### config.mk
export PLATFORM = sky130hd
export DESIGN_NAME = dot_seq_flat
export DESIGN_NICKNAME = d
export VERILOG_FILES = /design/src/rtl/dot_seq_pkg.sv /design/src/rtl/dot_seq_if.sv /design/src/rtl/dot_seq_packed_dot2.sv /design/src/rtl/dot_seq.sv /design/src/flat_wrapper.sv
export SDC_FILE = /design/constraint.sdc
export NUM_CORES = 2
export LEC_CHECK = 0
export BUFFER_PORTS_ARGS = -buffer_cell sky130_fd_sc_hd__buf_2
export CORE_MARGIN = 8
export CORE_UTILIZATION = 30
export CTS_CLUSTER_SIZE = 14
export DETAILED_ROUTE_END_ITERATION = 16
export GPL_ROUTABILITY_DRIVEN = 0
export PLACE_DENSITY = 0.47
export SETUP_SLACK_MARGIN = 0.05
export SLEW_MARGIN = 20
export SYNTH_ARGS = -nofsm -noshare
export SYNTH_HDL_FRONTEND = slang
export SYNTH_SLANG_ARGS = --single-unit
export TNS_END_PERCENT = 20
### constraint.sdc
create_clock -name clk -period 19.14 [get_ports clk]
set_clock_uncertainty 0.1 [all_clocks]
set_input_delay 4.785 -clock clk [delete_from_list [all_inputs] [get_ports clk]]
set_output_delay 4.785 -clock clk [all_outputs]
set_load 0.01 [all_outputs]
### src/rtl/dot_seq_pkg.sv
// Shared definitions for the packed int16 dot-product sequencer and its
// combinational pair-reduction datapath.
package dot_seq_pkg;

  typedef enum logic [2:0] {
    IDLE,
    FETCH_A,
    FETCH_B,
    ACC,
    DONE
  } state_e;

  // Element positions inside one packed 32-bit word.
  localparam int LO_LSB = 0;
  localparam int LO_MSB = 15;
  localparam int HI_LSB = 16;
  localparam int HI_MSB = 31;

  localparam longint INT32_MAX = 64'sd2147483647;
  localparam longint INT32_MIN = -64'sd2147483648;

endpackage

### src/rtl/dot_seq_if.sv
// Launch, memory read and result handshake signals of the dot sequencer.
// The slave view belongs to dot_seq, the master view to its surroundings.
interface dot_seq_if #(
  parameter int ADDR_W = 32,
  parameter int LEN_W  = 16
);
  logic              start;
  logic [ADDR_W-1:0] a_base;
  logic [ADDR_W-1:0] b_base;
  logic [LEN_W-1:0]  len;
  logic              busy;
  logic              mem_re;
  logic [ADDR_W-1:0] mem_addr;
  logic [31:0]       mem_rdata;
  logic              res_valid;
  logic              res_ready;
  logic [31:0]       result;
  logic              overflow;

  modport slave (
    input  start, a_base, b_base, len, mem_rdata, res_ready,
    output busy, mem_re, mem_addr, res_valid, result, overflow
  );

  modport master (
    output start, a_base, b_base, len, mem_rdata, res_ready,
    input  busy, mem_re, mem_addr, res_valid, result, overflow
  );
endinterface

### src/rtl/dot_seq_packed_dot2.sv
// Exact signed reduction of one packed word pair: a.lo*b.lo + a.hi*b.hi.
// Also used by the ALU packed-dot path, so both produce identical results.
module packed_dot2
  import dot_seq_pkg::*;
(
  input  logic [31:0]        a,
  input  logic [31:0]        b,
  output logic signed [32:0] dot
);
  logic signed [15:0] a_lo, a_hi, b_lo, b_hi;
  logic signed [31:0] p_lo, p_hi;

  // NOTE: every signal written here gets a value on every path, so no latch is inferred.
  always_comb begin
    a_lo = a[LO_MSB:LO_LSB];
    a_hi = a[HI_MSB:HI_LSB];
    b_lo = b[LO_MSB:LO_LSB];
    b_hi = b[HI_MSB:HI_LSB];
    p_lo = a_lo * b_lo;
    p_hi = a_hi * b_hi;
    // Two maximal products sum to 2^31, hence the extra 33rd bit.
    dot  = $signed({p_lo[31], p_lo}) + $signed({p_hi[31], p_hi});
  end
endmodule

### src/rtl/dot_seq.sv
// Sequencer fetching A/B word pairs, reducing each pair and accumulating the
// dot product; the result is offered on a valid/ready handshake.
module dot_seq
  import dot_seq_pkg::*;
#(
  parameter int ADDR_W      = 32,
  parameter int LEN_W       = 16,
  parameter int ADDR_STRIDE = 4,
  parameter int ACC_W       = 40
) (
  input  logic     clk,
  input  logic     rst_n,
  dot_seq_if.slave bus
);
  localparam logic signed [ACC_W-1:0] ACC_MAX = ACC_W'(INT32_MAX);
  localparam logic signed [ACC_W-1:0] ACC_MIN = ACC_W'(INT32_MIN);
  localparam logic [ADDR_W-1:0]       STRIDE  = ADDR_W'(ADDR_STRIDE);

  state_e                   state_q, state_d;
  logic [ADDR_W-1:0]        a_ptr_q, a_ptr_d;
  logic [ADDR_W-1:0]        b_ptr_q, b_ptr_d;
  logic [LEN_W-1:0]         cnt_q, cnt_d;
  logic [31:0]              a_reg_q, a_reg_d;
  logic signed [ACC_W-1:0]  acc_q, acc_d;
  logic signed [32:0]       dot2;

  // B word arrives on mem_rdata during ACC and is reduced combinationally.
  packed_dot2 u_dot2 (
    .a   (a_reg_q),
    .b   (bus.mem_rdata),
    .dot (dot2)
  );

  // NOTE: sequential state uses non-blocking assignments so all flops update together.
  always_ff @(posedge clk or negedge rst_n) begin
    if (!rst_n) begin
      state_q <= IDLE;
      a_ptr_q <= '0;
      b_ptr_q <= '0;
      cnt_q   <= '0;
      a_reg_q <= '0;
      acc_q   <= '0;
    end else begin
      state_q <= state_d;
      a_ptr_q <= a_ptr_d;
      b_ptr_q <= b_ptr_d;
      cnt_q   <= cnt_d;
      a_reg_q <= a_reg_d;
      acc_q   <= acc_d;
    end
  end

  always_comb begin
    state_d = state_q;
    a_ptr_d = a_ptr_q;
    b_ptr_d = b_ptr_q;
    cnt_d   = cnt_q;
    a_reg_d = a_reg_q;
    acc_d   = acc_q;
    unique case (state_q)
      IDLE: begin
        if (bus.start) begin
          a_ptr_d = bus.a_base;
          b_ptr_d = bus.b_base;
          cnt_d   = bus.len;
          acc_d   = '0;
          state_d = (bus.len == '0) ? DONE : FETCH_A;
        end
      end
      FETCH_A: state_d = FETCH_B;
      FETCH_B: begin
        a_reg_d = bus.mem_rdata;
        state_d = ACC;
      end
      ACC: begin
        acc_d   = acc_q + ACC_W'(dot2);
        a_ptr_d = a_ptr_q + STRIDE;
        b_ptr_d = b_ptr_q + STRIDE;
        cnt_d   = cnt_q - LEN_W'(1);
        state_d = (cnt_q == LEN_W'(1)) ? DONE : FETCH_A;
      end
      DONE: begin
        // Start is not looked at here; a launch needs a cycle spent in IDLE.
        if (bus.res_ready) state_d = IDLE;
      end
      default: state_d = IDLE;
    endcase
  end

  always_comb begin
    bus.busy      = (state_q != IDLE);
    bus.mem_re    = 1'b0;
    bus.mem_addr  = '0;
    if (state_q == FETCH_A) begin
      bus.mem_re   = 1'b1;
      bus.mem_addr = a_ptr_q;
    end else if (state_q == FETCH_B) begin
      bus.mem_re   = 1'b1;
      bus.mem_addr = b_ptr_q;
    end
    bus.res_valid = (state_q == DONE);
    bus.result    = acc_q[31:0];
    bus.overflow  = (acc_q > ACC_MAX) || (acc_q < ACC_MIN);
  end
endmodule

### src/flat_wrapper.sv
// flat-port wrapper written by rule: the top's interface ports become plain ports
module dot_seq_flat import dot_seq_pkg::*;
#(
  parameter int ADDR_W      = 32,
  parameter int LEN_W       = 16,
  parameter int ADDR_STRIDE = 4,
  parameter int ACC_W       = 40
)
  (clk, rst_n, bus_start, bus_a_base, bus_b_base, bus_len, bus_mem_rdata, bus_res_ready, bus_busy, bus_mem_re, bus_mem_addr, bus_res_valid, bus_result, bus_overflow);
  dot_seq_if #(.ADDR_W(ADDR_W), .LEN_W(LEN_W)) bus_i ();
  input  logic clk;
  input  logic rst_n;
  input wire logic [$bits(bus_i.start)-1:0] bus_start;
  input wire logic [$bits(bus_i.a_base)-1:0] bus_a_base;
  input wire logic [$bits(bus_i.b_base)-1:0] bus_b_base;
  input wire logic [$bits(bus_i.len)-1:0] bus_len;
  input wire logic [$bits(bus_i.mem_rdata)-1:0] bus_mem_rdata;
  input wire logic [$bits(bus_i.res_ready)-1:0] bus_res_ready;
  output wire logic [$bits(bus_i.busy)-1:0] bus_busy;
  output wire logic [$bits(bus_i.mem_re)-1:0] bus_mem_re;
  output wire logic [$bits(bus_i.mem_addr)-1:0] bus_mem_addr;
  output wire logic [$bits(bus_i.res_valid)-1:0] bus_res_valid;
  output wire logic [$bits(bus_i.result)-1:0] bus_result;
  output wire logic [$bits(bus_i.overflow)-1:0] bus_overflow;
  assign bus_i.start = bus_start;
  assign bus_i.a_base = bus_a_base;
  assign bus_i.b_base = bus_b_base;
  assign bus_i.len = bus_len;
  assign bus_i.mem_rdata = bus_mem_rdata;
  assign bus_i.res_ready = bus_res_ready;
  assign bus_busy = bus_i.busy;
  assign bus_mem_re = bus_i.mem_re;
  assign bus_mem_addr = bus_i.mem_addr;
  assign bus_res_valid = bus_i.res_valid;
  assign bus_result = bus_i.result;
  assign bus_overflow = bus_i.overflow;
  dot_seq #(.ADDR_W(ADDR_W), .LEN_W(LEN_W), .ADDR_STRIDE(ADDR_STRIDE), .ACC_W(ACC_W)) u_core (.clk(clk), .rst_n(rst_n), .bus(bus_i));
endmodule
==> run metrics <==
outcome=finished, final reports clean; Total Wirelength=86.0 mm; top cells by area, synth=fa_1 46%, dfrtp_1 13%, inv_1 9.2%; antenna-violating nets left=0; initial core utilization=30.2%; Post-CTS Resized=0; dominant synthesized flop cell=dfrtp_1; net count after synthesis=4,148; Tightest Pin Transition=0.976 ns; RSZ-0062 raised after global routing=false; synthesis-stage register bit count=155; setup tns final=0 ns; most common cell after layout, fill and taps aside=inv_1; first-pass GRT wire length=142 mm; DRC=0; FF+latch area=3880 um2; post-synth top area share=45.9%; Max Freq=0.0809 GHz; multi-input logic area=23,200 um2; max_slew headroom=34.9%; Netlist Area Pre-Place=30,600 um2; DR pass1 iterations=7; vias after detailed routing=21,300; initial DRC count=1,144; maxcap violations=0; port bufs=183; Skew-Pair Late Insertion Delay=0.50 ns; post-synthesis sequential area ratio=12.7%; Post CTS Setup Buffer Count=0; Die H=336 um; crit path DAT=12.68 ns; FILL cells=10,500; crit path kind=primary input to flop; WP data required=19.46 ns; final setup fails=0; HPWL Detailed=72.1 mm; crit path max fanout=24; CTS Buf Count=17; hold buffers post-CTS=0; HP Class=flop to flop; WL/cell=18.6 um; CTS Root Cell=clkbuf_16; Tcrit/Tclk final=64.6%; Max Slew Vio Count=0; Synth cell types=68; asr flop ratio synth=100%; vias per cell=4.61; clk sinks=155; area grow syn2layout=8.75%; Final Hold Fails=0; Rows=117; layout cell share with drive strength beyond 1=8.89%; maximum level of the CTS H-tree=4; number of global-route vias before repair=23,400; startpoint types=primary input; Cells after Synth=3,173; dominant cell type by area after synthesis=fa_1; initial antenna violation count=8; synthesized area per cell=9.65 um2; number of flops mapped to enable cells by yosys=0; Placeable Area=101,000 um2; IO Pins=184; Syn. warnings=0; crit end category=flop; Clock Path Buffers=2; final net count=4,202; Tmin final=12.36 ns; grt ovf=0; GRT Overall Usage=16.0%; most frequent cells in the layout=746 x inv_1, 702 x fa_1, 378 x nand2_1; die area=113,000 um2; largest net degree at the start of global routing=69; CTS tree=done; register clock-pin slew on the reported worst setup and hold paths=0.08 ns; Die W=336 um
layout make-up:
type	count	share of cell area, %
Multi-Input combinational cell	2106	69.7
Sequential cell	155	11.6
Inverter	747	8.42
Tap cell	1368	5.14
Timing Repair Buffer	200	3.15
Clock buffer	18	1.29
Clock inverter	14	0.609
Antenna cell	3	0.0225
critical path: stages:
cell,delay (ns)
buf_2,0.21
nand2_2,0.69
inv_1,0.17
fa_1,0.52
inv_1,0.05
fa_1,0.52
inv_1,0.05
fa_1,0.46
fa_1,0.54
inv_1,0.05
fa_1,0.47
fa_1,0.58
inv_1,0.06
fa_1,0.47
inv_1,0.05
fa_1,0.47
inv_1,0.04
ha_1,0.35
and3_1,0.22
a311oi_1,0.83
nand3_1,0.25
nand3b_1,0.22
nand3_1,0.13
a2111o_1,0.38
nand3_1,0.07
state kept, by name (all words and copies together) (netlist names):
name            count
u_core.acc_q       40
u_core.a_ptr_q     32
u_core.a_reg_q     32
u_core.b_ptr_q     32
u_core.cnt_q       16
u_core.state_q      3
cells in the mapped netlist (all sizes together), types with 9 or more instances:
cell / number
nand2: 381
and3: 19
a311oi: 15
nand4: 10
ha: 157
and4: 9
nor3: 24
a31oi: 12
mux2: 32
o211ai: 12
nor2b: 18
a221o: 11
a21o: 18
nor4: 19
nor2: 85
inv: 747
nand3: 36
o22ai: 30
xnor2: 28
xor2: 9
fa: 702
buf: 37
a22o: 34
clkbuf: 128
o311ai: 15
o21ai: 52
a21oi: 50
a211oi: 28
and2: 207
dfrtp: 155
cell families (layout without fill, tap and decap cells):
family / count (synthesis) / after routing / share of synthesized area, %
buffers and inverters: 912 / 979 / 11.6
adder cells (fa/ha/maj): 859 / 859 / 52.3
AND/OR/NAND/NOR: 846 / 846 / 13.5
AO/OA/AOI/OAI: 328 / 328 / 7.56
flip-flops: 155 / 155 / 12.7
XOR/XNOR: 37 / 37 / 1.06
multiplexers: 36 / 36 / 1.31
other: 0 / 3 / 0
final timing paths:
path,start,to,slack [ns],cells past startpoint
max in group asynchronous,rst_n,u_core.a_reg_q[6]$_DFFE_PN0N_,13.54,2
worst min-delay path,u_core.a_ptr_q[0]$_DFFE_PN0P_,u_core.a_ptr_q[0]$_DFFE_PN0P_,0.38,2
min in group asynchronous,rst_n,u_core.a_ptr_q[24]$_DFFE_PN0P_,4.12,1
worst max-delay path,bus_mem_rdata[0],u_core.acc_q[39]$_DFFE_PN0P_,6.78,25
worst min register to register,u_core.a_ptr_q[0]$_DFFE_PN0P_,u_core.a_ptr_q[0]$_DFFE_PN0P_,0.38,2
worst max register to register,u_core.a_reg_q[15]$_DFFE_PN0N_,u_core.acc_q[39]$_DFFE_PN0P_,10.54,22
metal layers:
layer	up-vias	global-route usage (%)	wire length, um
met5	-	0	27
met4	4	2.85	810
met3	52	1.91	3050
met2	394	25.5	39600
met1	11100	23.6	42400
li1	9741	-	-
through the flow:
stage / instance area (um2) / hold WS [ns] / util, % / setup slack, ns / std cells
6_report: 33300 / 0.376 / 32.8 / 6.78 / 4611
5_1_grt: 33300 / 0.407 / 32.8 / 6.31 / 4608
4_1_cts: 33300 / 0.381 / 32.8 / 6.53 / 4608
3_5_place_dp: 32700 / 0.362 / 32.2 / 6.03 / 4576
3_3_place_gp: 32700 / 0.359 / 32.2 / 6.11 / 4576
2_1_floorplan: 30600 / 0.340 / - / 6.86 / 3173
Power is not shown: default switching activity piles up to over one toggle a cycle in this logic, so the estimate is an artifact.
